===== src/rtl/cpu_run_ctrl.sv =====
// Run controller: program load, reset/start sequencing and cycle limit.
// Optional halt-on-zero-instruction stop: define RUN_CTRL_HALT_ON_ZERO_EN.
module cpu_run_ctrl #(
  parameter int IMEM_DEPTH = 256,
  parameter int ADDR_W     = 8,
  parameter int CNT_W      = 16
) (
  input  logic              clk_i,
  input  logic              rst_i,
  input  logic              ld_valid_i,
  output logic              ld_ready_o,
  input  logic [31:0]       ld_data_i,
  input  logic              ld_last_i,
  input  logic              go_i,
  input  logic              abort_i,
  input  logic [CNT_W-1:0]  cycle_limit_i,
  input  logic [31:0]       instr_i,
  output logic              imem_we_o,
  output logic [ADDR_W-1:0] imem_addr_o,
  output logic [31:0]       imem_wdata_o,
  output logic              cpu_rst_n_o,
  output logic              cpu_start_o,
  output logic [1:0]        state_o,
  output logic [ADDR_W:0]   words_o,
  output logic [CNT_W-1:0]  cycles_o,
  output logic              err_o,
  output logic              halted_o
);

  typedef enum logic [1:0] {
    IDLE = 2'b00,
    LOAD = 2'b01,
    RUN  = 2'b10,
    DONE = 2'b11
  } state_e;

  localparam logic [ADDR_W:0] FULL = (ADDR_W+1)'(IMEM_DEPTH);

  state_e            state_q, state_d;
  logic              ld_ready_q, ld_ready_d;
  logic              imem_we_q, imem_we_d;
  logic [ADDR_W-1:0] imem_addr_q, imem_addr_d;
  logic [31:0]       imem_wdata_q, imem_wdata_d;
  logic              cpu_rst_n_q, cpu_rst_n_d;
  logic              cpu_start_q, cpu_start_d;
  logic [ADDR_W:0]   words_q, words_d;
  logic [CNT_W-1:0]  cycles_q, cycles_d;
  logic [CNT_W-1:0]  limit_q, limit_d;
  logic              err_q, err_d;
  logic              halted_q, halted_d;

  logic              accept;
  logic              halt_hit;
  logic              limit_hit;
  logic [ADDR_W:0]   base;
  logic [CNT_W-1:0]  cycles_inc;

  assign accept     = ld_valid_i & ld_ready_q & ~abort_i;
  assign cycles_inc = cycles_q + 1'b1;
  assign limit_hit  = (limit_q != '0) && (cycles_inc == limit_q);
  assign base       = (state_q == IDLE) ? '0 : words_q;

`ifdef RUN_CTRL_HALT_ON_ZERO_EN
  // a zero word past the first CPU edge is treated as end of program
  assign halt_hit = (instr_i == 32'h0) && (cycles_q != '0);
`else
  logic unused_instr;
  assign unused_instr = ^instr_i;
  assign halt_hit     = 1'b0;
`endif

  always_comb begin
    state_d      = state_q;
    words_d      = words_q;
    cycles_d     = cycles_q;
    limit_d      = limit_q;
    err_d        = err_q;
    halted_d     = halted_q;
    imem_we_d    = 1'b0;
    imem_addr_d  = imem_addr_q;
    imem_wdata_d = imem_wdata_q;
    if (abort_i) begin
      state_d = IDLE;
    end else begin
      unique case (state_q)
        IDLE, LOAD: begin
          if (accept) begin
            if (state_q == IDLE) begin
              err_d    = 1'b0;
              halted_d = 1'b0;
            end
            imem_we_d    = 1'b1;
            imem_addr_d  = base[ADDR_W-1:0];
            imem_wdata_d = ld_data_i;
            words_d      = base + 1'b1;
            if (ld_last_i) begin
              state_d = IDLE;
            end else if (words_d == FULL) begin
              state_d = IDLE;
              err_d   = 1'b1;
            end else begin
              state_d = LOAD;
            end
          end else if (go_i && state_q == IDLE) begin
            state_d  = RUN;
            cycles_d = '0;
            limit_d  = cycle_limit_i;
          end
        end
        RUN: begin
          if (cycles_q != '1) cycles_d = cycles_inc;
          if (limit_hit || halt_hit) state_d = DONE;
          if (halt_hit) halted_d = 1'b1;
        end
        DONE: begin
          if (go_i) state_d = IDLE;
        end
        default: state_d = IDLE;
      endcase
    end
    ld_ready_d  = (state_d == IDLE) || (state_d == LOAD);
    cpu_rst_n_d = (state_d == RUN) || (state_d == DONE);
    cpu_start_d = (state_d == RUN);
  end

  always_ff @(posedge clk_i or negedge rst_i) begin
    if (!rst_i) begin
      state_q      <= IDLE;
      ld_ready_q   <= 1'b1;
      imem_we_q    <= 1'b0;
      imem_addr_q  <= '0;
      imem_wdata_q <= '0;
      cpu_rst_n_q  <= 1'b0;
      cpu_start_q  <= 1'b0;
      words_q      <= '0;
      cycles_q     <= '0;
      limit_q      <= '0;
      err_q        <= 1'b0;
      halted_q     <= 1'b0;
    end else begin
      state_q      <= state_d;
      ld_ready_q   <= ld_ready_d;
      imem_we_q    <= imem_we_d;
      imem_addr_q  <= imem_addr_d;
      imem_wdata_q <= imem_wdata_d;
      cpu_rst_n_q  <= cpu_rst_n_d;
      cpu_start_q  <= cpu_start_d;
      words_q      <= words_d;
      cycles_q     <= cycles_d;
      limit_q      <= limit_d;
      err_q        <= err_d;
      halted_q     <= halted_d;
    end
  end

  assign state_o      = state_q;
  assign ld_ready_o   = ld_ready_q;
  assign imem_we_o    = imem_we_q;
  assign imem_addr_o  = imem_addr_q;
  assign imem_wdata_o = imem_wdata_q;
  assign cpu_rst_n_o  = cpu_rst_n_q;
  assign cpu_start_o  = cpu_start_q;
  assign words_o      = words_q;
  assign cycles_o     = cycles_q;
  assign err_o        = err_q;
  assign halted_o     = halted_q;

endmodule


===== config.mk =====
export PLATFORM = sky130hd
export DESIGN_NAME = cpu_run_ctrl
export DESIGN_NICKNAME = d
export VERILOG_FILES = /design/src/rtl/cpu_run_ctrl.sv
export SDC_FILE = /design/constraint.sdc
export NUM_CORES = 1
export LEC_CHECK = 0
export ABC_CLOCK_PERIOD_IN_PS = 2600
export CAP_MARGIN = 40
export CORE_ASPECT_RATIO = 0.8
export CORE_MARGIN = 3
export CORE_UTILIZATION = 25
export CTS_BUF_LIST = sky130_fd_sc_hd__clkbuf_8
export CTS_CLUSTER_DIAMETER = 40
export DETAILED_ROUTE_END_ITERATION = 6
export GPL_TIMING_DRIVEN = 1
export SETUP_SLACK_MARGIN = 0.1
export SYNTH_ARGS = -nofsm -noshare
export SYNTH_HDL_FRONTEND = slang
export SYNTH_SLANG_ARGS = --single-unit

===== constraint.sdc =====
create_clock -name clk_i -period 2.6 [get_ports clk_i]
set_input_delay 0.78 -clock clk_i [delete_from_list [all_inputs] [get_ports clk_i]]
set_output_delay 0.78 -clock clk_i [all_outputs]
set_load 0.01 [all_outputs]

==> metrics.md <==
| Metric | Value |
|---|---|
| Tcrit/Tclk final | 0.939 |
| Ant. Diodes | 0 |
| WS Path Type | flip-flop to flip-flop |
| Final wirelength | ~13 mm |
| Max IR drop VDD | ~0.27 mV |
| Clock net sink count | between 80 and 90 |
| Vias in the first global route | around 4000 |
| Boundary Pins | 159 |
| Via count | ~4000 |
| Worst setup margin | approximately 0.16 ns |
| Cell Count, Final, Fillers Out | about 850 |
| Outcome | finished clean |
| Synth unique cells | 59 |
| Final setup fails | 0 |
| Die H | approximately 130 µm |
| Min Hold Slack | 0.314 ns |
| R2R setup slack | around 0.16 ns |
| Crit-path max FO | 7 |
| Sequential area share after synthesis | 0.497 |
| Clock transition at path regs | ~0.09 ns |
| CP Data Arrival Time | 2.70 ns |
| Aggregate global routing overflow | 0 |
| Syn nets | 570 |
| Longest Clk Path Bufs | 2 |
| CORE AREA | approximately 17000 µm² |
| H-Tree Depth | 3 |
| Hold Fails Final Rpt | 0 |
| Placed instance count | 825 |
| Clock Latency Late Sink | between 0.3 and 0.4 ns |
| Post-place setup slack | -0.0764 ns |
| Crit. End Element | flip-flop |
| First-pass GRT wire length | 21.4 mm |
| Crit start category | flip-flop |
| GRT met1 Usage | 0.185 |
| Met3 Use GR | 0.0397 |
| Hold-fix buffers, CTS | 0 |
| Final nets | about 720 |
| Dpl cell area | 6120 µm² |
| Post-route ant nets | 0 |
| MaxCap Viol Count | 0 |
| Synth Flop Type | dfrtp_1 |
| Yosys warns | 0 |
| First-pass DRT Iterations | 4 |
| Power per Cell Area | 724 nW/µm² |
| Critical Path RT | roughly 2.9 ns |
| Tot GR Track Use | 0.136 |
| Max-slew violation count | 0 |
| Cell leakage power | 2.81 nW |
| PortBufs | 125 |
| Yosys reg bits | slightly below 90 |
| CTS Root Cell | clkbuf_8 |
| Die area | slightly below 20000 µm² |
| Post-Syn Area | about 4400 µm² |
| Post-route minimum period | around 2.4 ns |
| DRT iter0 DRCs | about 220 |
| Initial antenna violation count | 0 |
| Initial core utilization | 0.261 |
| Maximum clock rate | between 0.4 and 0.5 GHz |
| Mapped Cells | 482 |
| Number of synthesized flops with an enable pin | 0 |
| DR WL/cell | approximately 15 µm |
| Grt peak-use layer | met2 |
| P&R area growth vs syn | 45.7% |
| Post-DP HPWL | between 9 and 10 mm |
| Setup TNS | 0 ns |
| Worst clock skew | approximately 0.01 ns |
| CTS Buf Count | 9 |
| Async set-reset flop share out of synthesis | 1.00 |
| Met2 Use GR | 0.208 |
| CTS tree | built |
| Hold/Removal Path Class | primary input to async pin |
| Power consumption | about 4.7 mW |
| Layout cells sized above 1 | 0.137 |
| Row count | 42 |
| Design area | between 6000 and 7000 µm² |
| DR DRC count | 0 |
| Largest net degree at the start of global routing | 47 |
| GP Congestion | between 0.8 and 0.9 |
| RSZ-0062 raised after global routing | true |
| Mean post-synth cell area | slightly above 9 µm² |
| Die W | 155 µm |
| Final Util | 0.381 |
| Vias per cell | approximately 4.7 |
[logic make-up after synthesis]
logic type      after synthesis  share of synthesized area
fa+ha+maj                     2                    0.00564
simple gates                220                      0.226
compound gates               81                      0.118
mux                          20                     0.0584
flops                        88                      0.497
buf+inv                      48                     0.0508
xor+xnor                     22                     0.0434
other cells                   1                   0.000845
[repair_timing]
action                                  in CTS  in global routing
pin swaps                                    4                  6
gates resized for setup                      1                  3
buffers inserted                             4                  7
endpoints found under the setup margin       1                 23
gates cloned                                 0                  1
[power by group]
group | switching, mW | internal (mW) | total [mW]
combinational | 0.715 | 0.944 | 1.66
sequential | 0.388 | 1.66 | 2.05
clock | 0.525 | 0.446 | 0.971
total | 1.63 | 3.05 | 4.68
[Yosys cell counts (4+ instances only)]
library cell,instances,area (µm²)
and2_1,4,25.0
mux2_4,10,150
mux2_1,6,67.6
o21ai_1,10,50.1
inv_1,16,60.1
and3_1,5,31.3
dfrtp_1,87,2180
a21oi_1,9,45.0
nand3_1,10,50.1
o21ai_0,19,95.1
a31oi_1,16,100
and4_1,4,35.0
clkbuf_1,19,71.3
buf_2,6,30.0
nor4_1,7,43.8
nor3_1,12,60.1
nor2_1,19,71.3
nand4_1,11,68.8
nand2_1,133,499
xnor2_1,14,123
xor2_1,8,70.1
[path summary, 6_finish.rpt]
path / to / startpoint / cells past startpoint
max: limit_q[15] / state_o[0] / 10
min: imem_wdata_o[11] / rst_i / 1
max reg2reg: limit_q[15] / state_o[0] / 10
min reg2reg: imem_wdata_o[5] / imem_wdata_o[5] / 2
max in group asynchronous: ld_ready_o / rst_i / 2
min in group clk_i: imem_wdata_o[5] / imem_wdata_o[5] / 2
[area by class of cell]
cell class                      instances  area [µm²]
Tap cell                              220         275
Clock buffer                            9         124
Multi-Input combinational cell        346        2050
Fill cell                            1675       10500
Timing Repair Buffer                  166        1670
Clock inverter                          7        72.6
Sequential cell                        88        2200
Inverter                               17        63.8
[routing by layer]
metal  wire length [µm]  vias up
met5                  0        -
met4                246        0
met3                799       17
met2               5820      125
met1               6030     1915
li1                   -     1949
[flip-flops by register name, indices dropped and copies added (netlist names)]
name / count
limit_q: 16
cpu_rst_n_o: 1
cpu_start_o: 1
imem_we_o: 1
words_o: 9
err_o: 1
imem_addr_o: 8
state_o: 2
cycles_o: 16
imem_wdata_o: 32
ld_ready_o: 1
[cells in the final DEF (no fill, tap or decap), types with 4 or more instances in the layout]
master	instances
xor2_1	8
dfrtp_1	87
nand2_1	132
clkdlybuf4s50_1	124
nor3_1	12
o21ai_1	10
buf_12	8
xnor2_1	14
a31oi_1	16
and4_1	4
buf_4	33
nand3_1	10
inv_1	17
nor4_1	7
a21oi_1	9
clkbuf_8	9
nor2_1	19
o21ai_0	19
nand4_1	11
mux2_1	5
and3_1	5
mux2_4	11
[critical path, cell delays in order, from the launching register on]
cell and delay [ns]:
dfrtp_1 0.38, or2_4 0.27, and2_4 0.17, ha_4 0.18, o211a_4 0.15, a211oi_2 0.20
a31oi_2 0.10, o21ai_2 0.19, and2_4 0.24, buf_12 0.14, mux2_1 0.32
No activity file was read; power rests on OpenSTA's default activity.
